### config.mk
export PLATFORM = sky130hd
export DESIGN_NAME = i2c_reg_ctrl
export DESIGN_NICKNAME = d
export VERILOG_FILES = /design/src/rtl/i2c_reg_ctrl.sv
export SDC_FILE = /design/constraint.sdc
export NUM_CORES = 1
export LEC_CHECK = 0
export CAP_MARGIN = 20
export CORE_MARGIN = 4
export CORE_UTILIZATION = 25
export DETAILED_ROUTE_END_ITERATION = 7
export PLACE_DENSITY = 0.55
export SYNTH_ARGS = -nofsm -noshare
export SYNTH_HDL_FRONTEND = slang
export SYNTH_SLANG_ARGS = --single-unit
### constraint.sdc
create_clock -name clk -period 2.5 [get_ports clk]
set_input_delay 0.5 -clock clk [delete_from_list [all_inputs] [get_ports clk]]
set_output_delay 0.5 -clock clk [all_outputs]
set_load 0.02 [all_outputs]
### src/rtl/i2c_reg_ctrl.sv
// i2c_reg_ctrl: sequences i2c slave byte events into pointer-addressed config register reads/writes
module i2c_reg_ctrl #(
   parameter logic [6:0] DEV_ADDR = 7'h2A,
   parameter int         NUM_REGS = 8,
   parameter logic [7:0] ID_VAL   = 8'hA5
) (
   input  logic                    clk,
   input  logic                    rst_n,
   input  logic                    ev_start,
   input  logic                    ev_stop,
   input  logic                    rx_valid,
   input  logic [7:0]              rx_data,
   output logic                    ack_o,
   input  logic                    tx_req,
   input  logic                    mst_nack,
   output logic [7:0]              tx_data,
   output logic                    tx_valid,
   output logic [8*NUM_REGS-1:0]   regs_o,
   output logic                    wr_stb,
   output logic [3:0]              wr_idx,
   output logic                    busy
);
   localparam int         IW   = $clog2(NUM_REGS);
   localparam logic [7:0] NR   = 8'(NUM_REGS);
   localparam logic [7:0] LAST = 8'(NUM_REGS - 1);

   typedef enum logic [2:0] {IDLE, ADDR, PTR, WRITE, READ, IGNORE} state_t;

   state_t     state, state_nx;
   logic [7:0] ptr;
   logic [7:0] regs [NUM_REGS];
   logic       in_range;
   logic [7:0] ptr_inc;
   logic [7:0] rd_byte;

   // state register
   always_ff @(posedge clk or negedge rst_n)
      if (!rst_n) state <= IDLE;
      else        state <= state_nx;

   // next state: START always restarts addressing, STOP always idles
   always_comb begin
      state_nx = state;
      case (state)
         ADDR:    if (rx_valid) state_nx = (rx_data[7:1] != DEV_ADDR) ? IGNORE : rx_data[0] ? READ : PTR;
         PTR:     if (rx_valid) state_nx = WRITE;
         READ:    if (mst_nack) state_nx = IGNORE;
         default: ;
      endcase
      if (ev_stop)  state_nx = IDLE;
      if (ev_start) state_nx = ADDR;
   end

   // decoded pointer helpers; out-of-range pointers (including the ID slot) never advance
   always_comb begin
      in_range = ptr < NR;
      ptr_inc  = !in_range ? ptr : (ptr == LAST) ? 8'h00 : ptr + 8'h01;
      rd_byte  = in_range ? regs[ptr[IW-1:0]] : (ptr == 8'hFF) ? ID_VAL : 8'h00;
      busy     = state != IDLE;
   end

   // registered byte responses, register bank and pointer
   always_ff @(posedge clk or negedge rst_n)
      if (!rst_n) begin
         ptr      <= '0;
         ack_o    <= 1'b0;
         tx_data  <= '0;
         tx_valid <= 1'b0;
         wr_stb   <= 1'b0;
         wr_idx   <= '0;
         for (int i = 0; i < NUM_REGS; i++) regs[i] <= '0;
      end else begin
         tx_valid <= 1'b0;
         wr_stb   <= 1'b0;
         case (state)
            ADDR: if (rx_valid) ack_o <= rx_data[7:1] == DEV_ADDR;
            PTR: if (rx_valid) begin
               ptr   <= rx_data;
               ack_o <= (rx_data < NR) || (rx_data == 8'hFF);
            end
            WRITE: if (rx_valid) begin
               ack_o <= in_range;
               if (in_range) begin
                  regs[ptr[IW-1:0]] <= rx_data;
                  wr_stb            <= 1'b1;
                  wr_idx            <= ptr[3:0];
                  ptr               <= ptr_inc;
               end
            end
            READ: if (tx_req) begin
               tx_valid <= 1'b1;
               tx_data  <= rd_byte;
               ptr      <= ptr_inc;
            end
            IGNORE: begin
               if (rx_valid) ack_o <= 1'b0;
               if (tx_req) begin
                  tx_valid <= 1'b1;
                  tx_data  <= 8'hFF;
               end
            end
            default: ;
         endcase
      end

   for (genvar g = 0; g < NUM_REGS; g++) begin : g_flat
      assign regs_o[8*g +: 8] = regs[g];
   end
endmodule

==> flow_summary.json, run 1 <==
{
  "hold_viol_final": 0,
  "routabilityCongestion": 0.8142,
  "post_cts_resize_count": 0,
  "clkSinkCount": 90,
  "clockBufferDepth": 2,
  "cap_violations": 0,
  "wl_um": 13820,
  "worstSetupStartpointType": "flip-flop",
  "relSlewSlack_pct": 61.65,
  "cp_cell_sequence": "or3_4 > or3_1 > or3_1 > mux2_2",
  "final.min_clock_period_ns": 2.415,
  "yosysWarnings": 0,
  "firstDrtPassIters": 4,
  "insertion_delay_ns": 0.34,
  "wire_per_inst_um": 19.86,
  "grt_overflow": 0,
  "status": "completed",
  "sw_frac_of_total_pct": 28.03,
  "r2r_end": "regs_o[37]",
  "syn_area_mm2": 0.004434,
  "antenna_cells": 0,
  "leakage_nw": 2.705,
  "pwr-share-clk_pct": 37.5,
  "p_per_area_mw_per_mm2": 602.5,
  "synthCells": 352,
  "layout.cells.non_filler": 696,
  "cp.arrival_ns": 2.64,
  "die_h_um": 141.2,
  "power_mw": 3.679,
  "seqPwrFrac_pct": 43.9,
  "p_comb_share_pct": 18.6,
  "ant_nets": 0,
  "start_util_pct": 25.55,
  "hold_class": "input port to async pin",
  "grtUsageTotal_pct": 14.08,
  "final_area_mm2": 0.006106,
  "num_io_pins": 95,
  "path_clk_slew_ns": 0.07,
  "drc_errors": 0,
  "dpl.cell_count": 680,
  "finalSetupTns_ns": 0,
  "r2r_cells": 4,
  "rrSetupSlack_ns": 0.09,
  "worstPathMaxFanout": 8,
  "drt_iter0_drc": 119,
  "critPathKind": "flip-flop to flip-flop",
  "drt-vias-per-instance": 4.795,
  "grt_max_degree": 44,
  "dieArea_mm2": 0.01993,
  "cp.required_ns": 2.73,
  "cts_inserted_buffers": 9,
  "dp_hpwl_um": 10340,
  "async_reset_ff_share_pct": 100.0,
  "cp_slowest_cell": "or3_1",
  "postPlaceCellArea_mm2": 0.005808,
  "grt_pass1_vias": 3552,
  "die_w_um": 141.2,
  "crit_top_cell": "or3_1",
  "h-tree-depth": 3,
  "syn_avg_cell_area_um2": 12.60,
  "area_growth_pct": 37.70,
  "synth.distinct_cells": 51,
  "fmax_mhz": 414.1,
  "irDropWorstVdd_mv": 0.3033,
  "io_buffer_count": 94,
  "rsz0062_at_grt": "false",
  "cts-root-buf": "clkbuf_16",
  "final_nets": 482,
  "vias": 3337,
  "cts_tree": "built",
  "antenna_found_initial": 0,
  "finClkSkew_ns": 0.006644,
  "cp-end-kind": "flip-flop",
  "postSynthRegisterBits": 90,
  "p_int_mw": 2.648,
  "syn-num-nets": 368,
  "seq_area_frac_synth_pct": 50.79,
  "setup_viol": 0,
  "cts-hold-fix-buffers": 0,
  "core_region_area_mm2": 0.01736,
  "period_share_pct": 96.59,
  "synth_edf_count": 0,
  "drive_gt1_share_pct": 29.51,
  "drv_slew": 0,
  "num_rows": 48,
  "post_cts_buffers": 0,
  "netSwitchingPower_mw": 1.031,
  "grt_pass1_wl_um": 21510,
  "slowest_delay_ns": 0.62,
  "worst_pin_slew_ns": 0.5752,
  "r2r_start": "ptr[3]",
  "synthFlopType": "dfrtp_1"
}
==> final cells by class <==
cell class / count / area, um2
fill: 1671 / 11250
clock inverter: 4 / 51.30
tap: 225 / 281.5
timing repair buffer: 129 / 1226
sequential: 90 / 2252
inverter: 8 / 30.03
clock buffer: 12 / 246.5
multi-input combinational: 228 / 2018
==> power groups by stage <==
stage          clock network (mW)  logic [mW]  registers, mW
4_1_cts                      1.40       0.691           1.61
3_3_place_gp                    0       0.683           1.64
2_1_floorplan                   0       0.312           1.68
3_5_place_dp                    0       0.689           1.64
5_1_grt                      1.47       0.738           1.63
6_report                     1.38       0.684           1.61
==> layout by cell type, fill, tap and decap left out, types with 3 or more instances in the layout <==
master	instances
o21ai_0	7
nand2b_1	3
nor2_1	12
o22ai_1	8
nand2_1	18
dfrtp_1	90
a22o_1	3
a311oi_1	3
a31oi_1	4
a211oi_1	6
and2_1	3
nand3_1	5
o22a_1	4
buf_4	34
a21oi_1	9
mux2i_1	10
inv_1	8
nand4_1	4
nand3b_1	6
mux2_2	56
clkdlybuf4s50_1	93
or3_1	4
mux4_2	7
nor3_1	7
mux2_4	16
clkbuf_16	9
o32ai_1	3
==> registers in the layout, summed over array words and instances (netlist names) <==
name      cells
regs_o       64
wr_stb        1
ack_o         1
tx_valid      1
tx_data       8
state         3
wr_idx        4
ptr           8
==> layer usage <==
| layer | GRT usage, % | wire length, um | up-vias |
|---|---|---|---|
| met4 | 3.264 | 127 | 0 |
| li1 | - | - | 1546 |
| met2 | 22.60 | 6515 | 85 |
| met3 | 3.223 | 715 | 10 |
| met1 | 19.40 | 6463 | 1696 |
| met5 | 0 | 0 | - |
==> worst max-delay path: cells and delay by family (launching register included) <==
family	cells	cell delay (ns)
DFF	1	0.42
muxes	1	0.35
and+or+nand+nor	3	1.52
==> cells in the mapped netlist, drive strengths merged (5+ instances only) <==
cell type	instances	area [um2]
buf	15	92.59
or3	6	43.79
mux2i	10	100.1
a211oi	6	45.04
mux2	72	870.8
clkbuf	11	41.29
dfrtp	90	2252
nand3b	6	45.04
nor2	13	51.30
o21ai	7	35.03
mux4	7	157.7
nand3	5	25.02
inv	8	30.03
nand2	18	67.56
nor3	9	55.05
o22ai	8	50.05
a21oi	9	45.04
==> cells by family after synthesis <==
| group | after synthesis | synth area share (%) |
|---|---|---|
| AO/OA/AOI/OAI | 57 | 8.945 |
| AND/OR/NAND/NOR | 81 | 10.83 |
| adder cells (fa/ha/maj) | 1 | 0.2821 |
| flip-flops | 90 | 50.79 |
| buffers and inverters | 34 | 3.696 |
| multiplexers | 89 | 25.45 |
==> worst max-delay path by stage <==
stage	startpoint	endpoint	slack, ns
after detailed placement	ptr[3]	regs_o[18]	0.1
after CTS	ptr[3]	regs_o[18]	0.09
final	ptr[3]	regs_o[37]	0.09
after floorplan	ptr[3]	regs_o[0]	0.17
after global placement	ptr[3]	regs_o[23]	0.14
after global routing	ptr[3]	regs_o[33]	0.02
==> through the flow <==
stage          hold slack (ns)  util (%)  setup WS [ns]
4_1_cts                0.08481     35.18        0.08817
3_3_place_gp            0.4505     33.46         0.1380
5_1_grt                0.09636     35.18        0.02102
6_report               0.07928     35.18        0.08520
3_5_place_dp            0.4537     33.46        0.09839
2_1_floorplan           0.2044         -         0.1651
No activity file was read; power rests on OpenSTA's default activity.
==> inputs of run 2 (changes only) <==
--- a/config.mk
+++ b/config.mk
@@ -9,6 +9,7 @@
 export CORE_MARGIN = 4
 export CORE_UTILIZATION = 25
 export DETAILED_ROUTE_END_ITERATION = 7
+export MAX_ROUTING_LAYER = met4
 export PLACE_DENSITY = 0.55
 export SYNTH_ARGS = -nofsm -noshare
 export SYNTH_HDL_FRONTEND = slang
==> run 2 against run 1 <==
Worst setup slack lost 0.029 ns. Global-route usage grew 0.68 points. Sequential power is essentially flat. Register-to-register slack lost 0.03 ns. Largest cell class unchanged.
==> flow_summary.json, run 2 (synthesized netlist as in run 1, its figures left out) <==
{
  "status": "completed",
  "final_common_cell": "clkdlybuf4s50_1",
  "largest_reg_flops": 64,
  "netSwitchingPower_mw": 1.087,
  "dpl.cell_count": 683,
  "post_cts_buffers": 0,
  "cp.arrival_ns": 2.68,
  "drt-vias-per-instance": 4.807,
  "path_clk_slew_ns": 0.07,
  "p_per_area_mw_per_mm2": 622.4,
  "post_cts_resize_count": 0,
  "dieArea_mm2": 0.01993,
  "p_int_mw": 2.740,
  "worst_pin_slew_ns": 0.5869,
  "cp.required_ns": 2.74,
  "num_rows": 48,
  "drc_errors": 0,
  "grt_max_degree": 44,
  "period_share_pct": 97.74,
  "num_io_pins": 95,
  "utilization_pct": 35.43,
  "sw_frac_of_total_pct": 28.41,
  "worstSetupStartpointType": "flip-flop",
  "critPathKind": "flip-flop to flip-flop",
  "antenna_found_initial": 0,
  "die_w_um": 141.2,
  "hold_class": "input port to async pin",
  "multi_input_area_mm2": 0.002018,
  "fmax_mhz": 409.3,
  "finalSetupTns_ns": 0,
  "final_area_mm2": 0.006150,
  "grt_pass1_wl_um": 21870,
  "regArea_mm2": 0.002252,
  "clockBufferDepth": 2,
  "ant_nets": 0,
  "cts-root-buf": "clkbuf_16",
  "final.min_clock_period_ns": 2.443,
  "hold_viol_final": 0,
  "grtUsageMet1_pct": 20.09,
  "wl_um": 13740,
  "rsz0062_at_grt": "false",
  "cts_tree": "built",
  "pwr-share-clk_pct": 40.0,
  "cap_violations": 0,
  "io_buffer_count": 94,
  "start_util_pct": 25.55,
  "p_comb_share_pct": 17.8,
  "grt_overflow": 0,
  "firstDrtPassIters": 4,
  "irDropWorstVdd_mv": 0.3921,
  "finClkSkew_ns": 0.008881,
  "layout.cells.non_filler": 699,
  "gr-usage-met3_pct": 4.138,
  "worstPathMaxFanout": 8,
  "insertion_delay_ns": 0.35,
  "postPlaceCellArea_mm2": 0.005818,
  "vias": 3360,
  "cts-hold-fix-buffers": 0,
  "grtUsageTotal_pct": 14.76,
  "dp_hpwl_um": 10280,
  "antenna_cells": 0,
  "area_growth_pct": 38.69,
  "die_h_um": 141.2,
  "relSlewSlack_pct": 60.87,
  "gr-usage-met2_pct": 22.00,
  "h-tree-depth": 3,
  "num-fill-cells": 1710,
  "final_nets": 485,
  "busiest_layer": "met2",
  "core_region_area_mm2": 0.01736,
  "drt_iter0_drc": 268,
  "seqPwrFrac_pct": 42.2,
  "setup_viol": 0,
  "final_cell_mix": "93 x clkdlybuf4s50_1, 90 x dfrtp_1, 56 x mux2_2",
  "clkSinkCount": 90,
  "drive_gt1_share_pct": 30.38,
  "grt_pass1_vias": 3613,
  "cp-end-kind": "flip-flop",
  "wire_per_inst_um": 19.65,
  "cts_inserted_buffers": 9,
  "rrSetupSlack_ns": 0.06,
  "routabilityCongestion": 0.8140,
  "drv_slew": 0,
  "leakage_nw": 2.733
}
[run 2: changes by cell type in the layout (fill, tap and decap cells not counted), sizes merged]
cell      delta
bufinv       +1
clkinvlp     -1
clkinv       -1
buf          +3
clkbuf       -3
inv          +4
[run 2: power by group through the flow]
stage	logic (mW)	registers (mW)	clock network [mW]
2_1_floorplan	0.312	1.68	0
3_3_place_gp	0.680	1.64	0
3_5_place_dp	0.684	1.64	0
4_1_cts	0.685	1.62	1.57
5_1_grt	0.735	1.63	1.64
6_report	0.681	1.61	1.53
[run 2: stage by stage]
stage | hold WS, ns | setup WS (ns) | power (mW)
finish | 0.04376 | 0.05661 | 3.827
global route | 0.06380 | 0.01899 | 4.002
CTS | 0.04630 | 0.07433 | 3.870
detailed placement | 0.4329 | 0.09027 | 2.326
global placement | 0.4236 | 0.1345 | 2.322
floorplan | 0.2044 | 0.1651 | 1.990
[run 2: layout make-up]
type / instances / share of cell area [%]
well taps: 225 / 4.578
clock inverters: 7 / 1.729
multi-input cells: 228 / 32.82
inverters: 8 / 0.4883
repair buffers: 132 / 20.10
clock buffers: 9 / 3.662
flip-flops and latches: 90 / 36.62
[run 2: final timing paths]
path | start | endpoint | cells after the start
worst max-delay path | ptr[3] | regs_o[4] | 4
worst min-delay path | rst_n | regs_o[63] | 1
worst max register to register | ptr[3] | regs_o[4] | 4
worst min register to register | wr_idx[3] | wr_idx[3] | 1
max in group asynchronous | rst_n | regs_o[4] | 2
min in group clk | wr_idx[3] | wr_idx[3] | 1
[run 2: worst max-delay path, cell delays in order (launching register included)]
cell and delay (ns):
dfrtp_1 0.42, or3_4 0.43, or3_1 0.49, or4_4 0.65, mux2_4 0.34
[run 2: per-layer routing]
metal	routed length (um)	part of all wire, %
met1	6389	47
met2	6303	46
met3	874	6.4
met4	168	1.2
met5	0	0
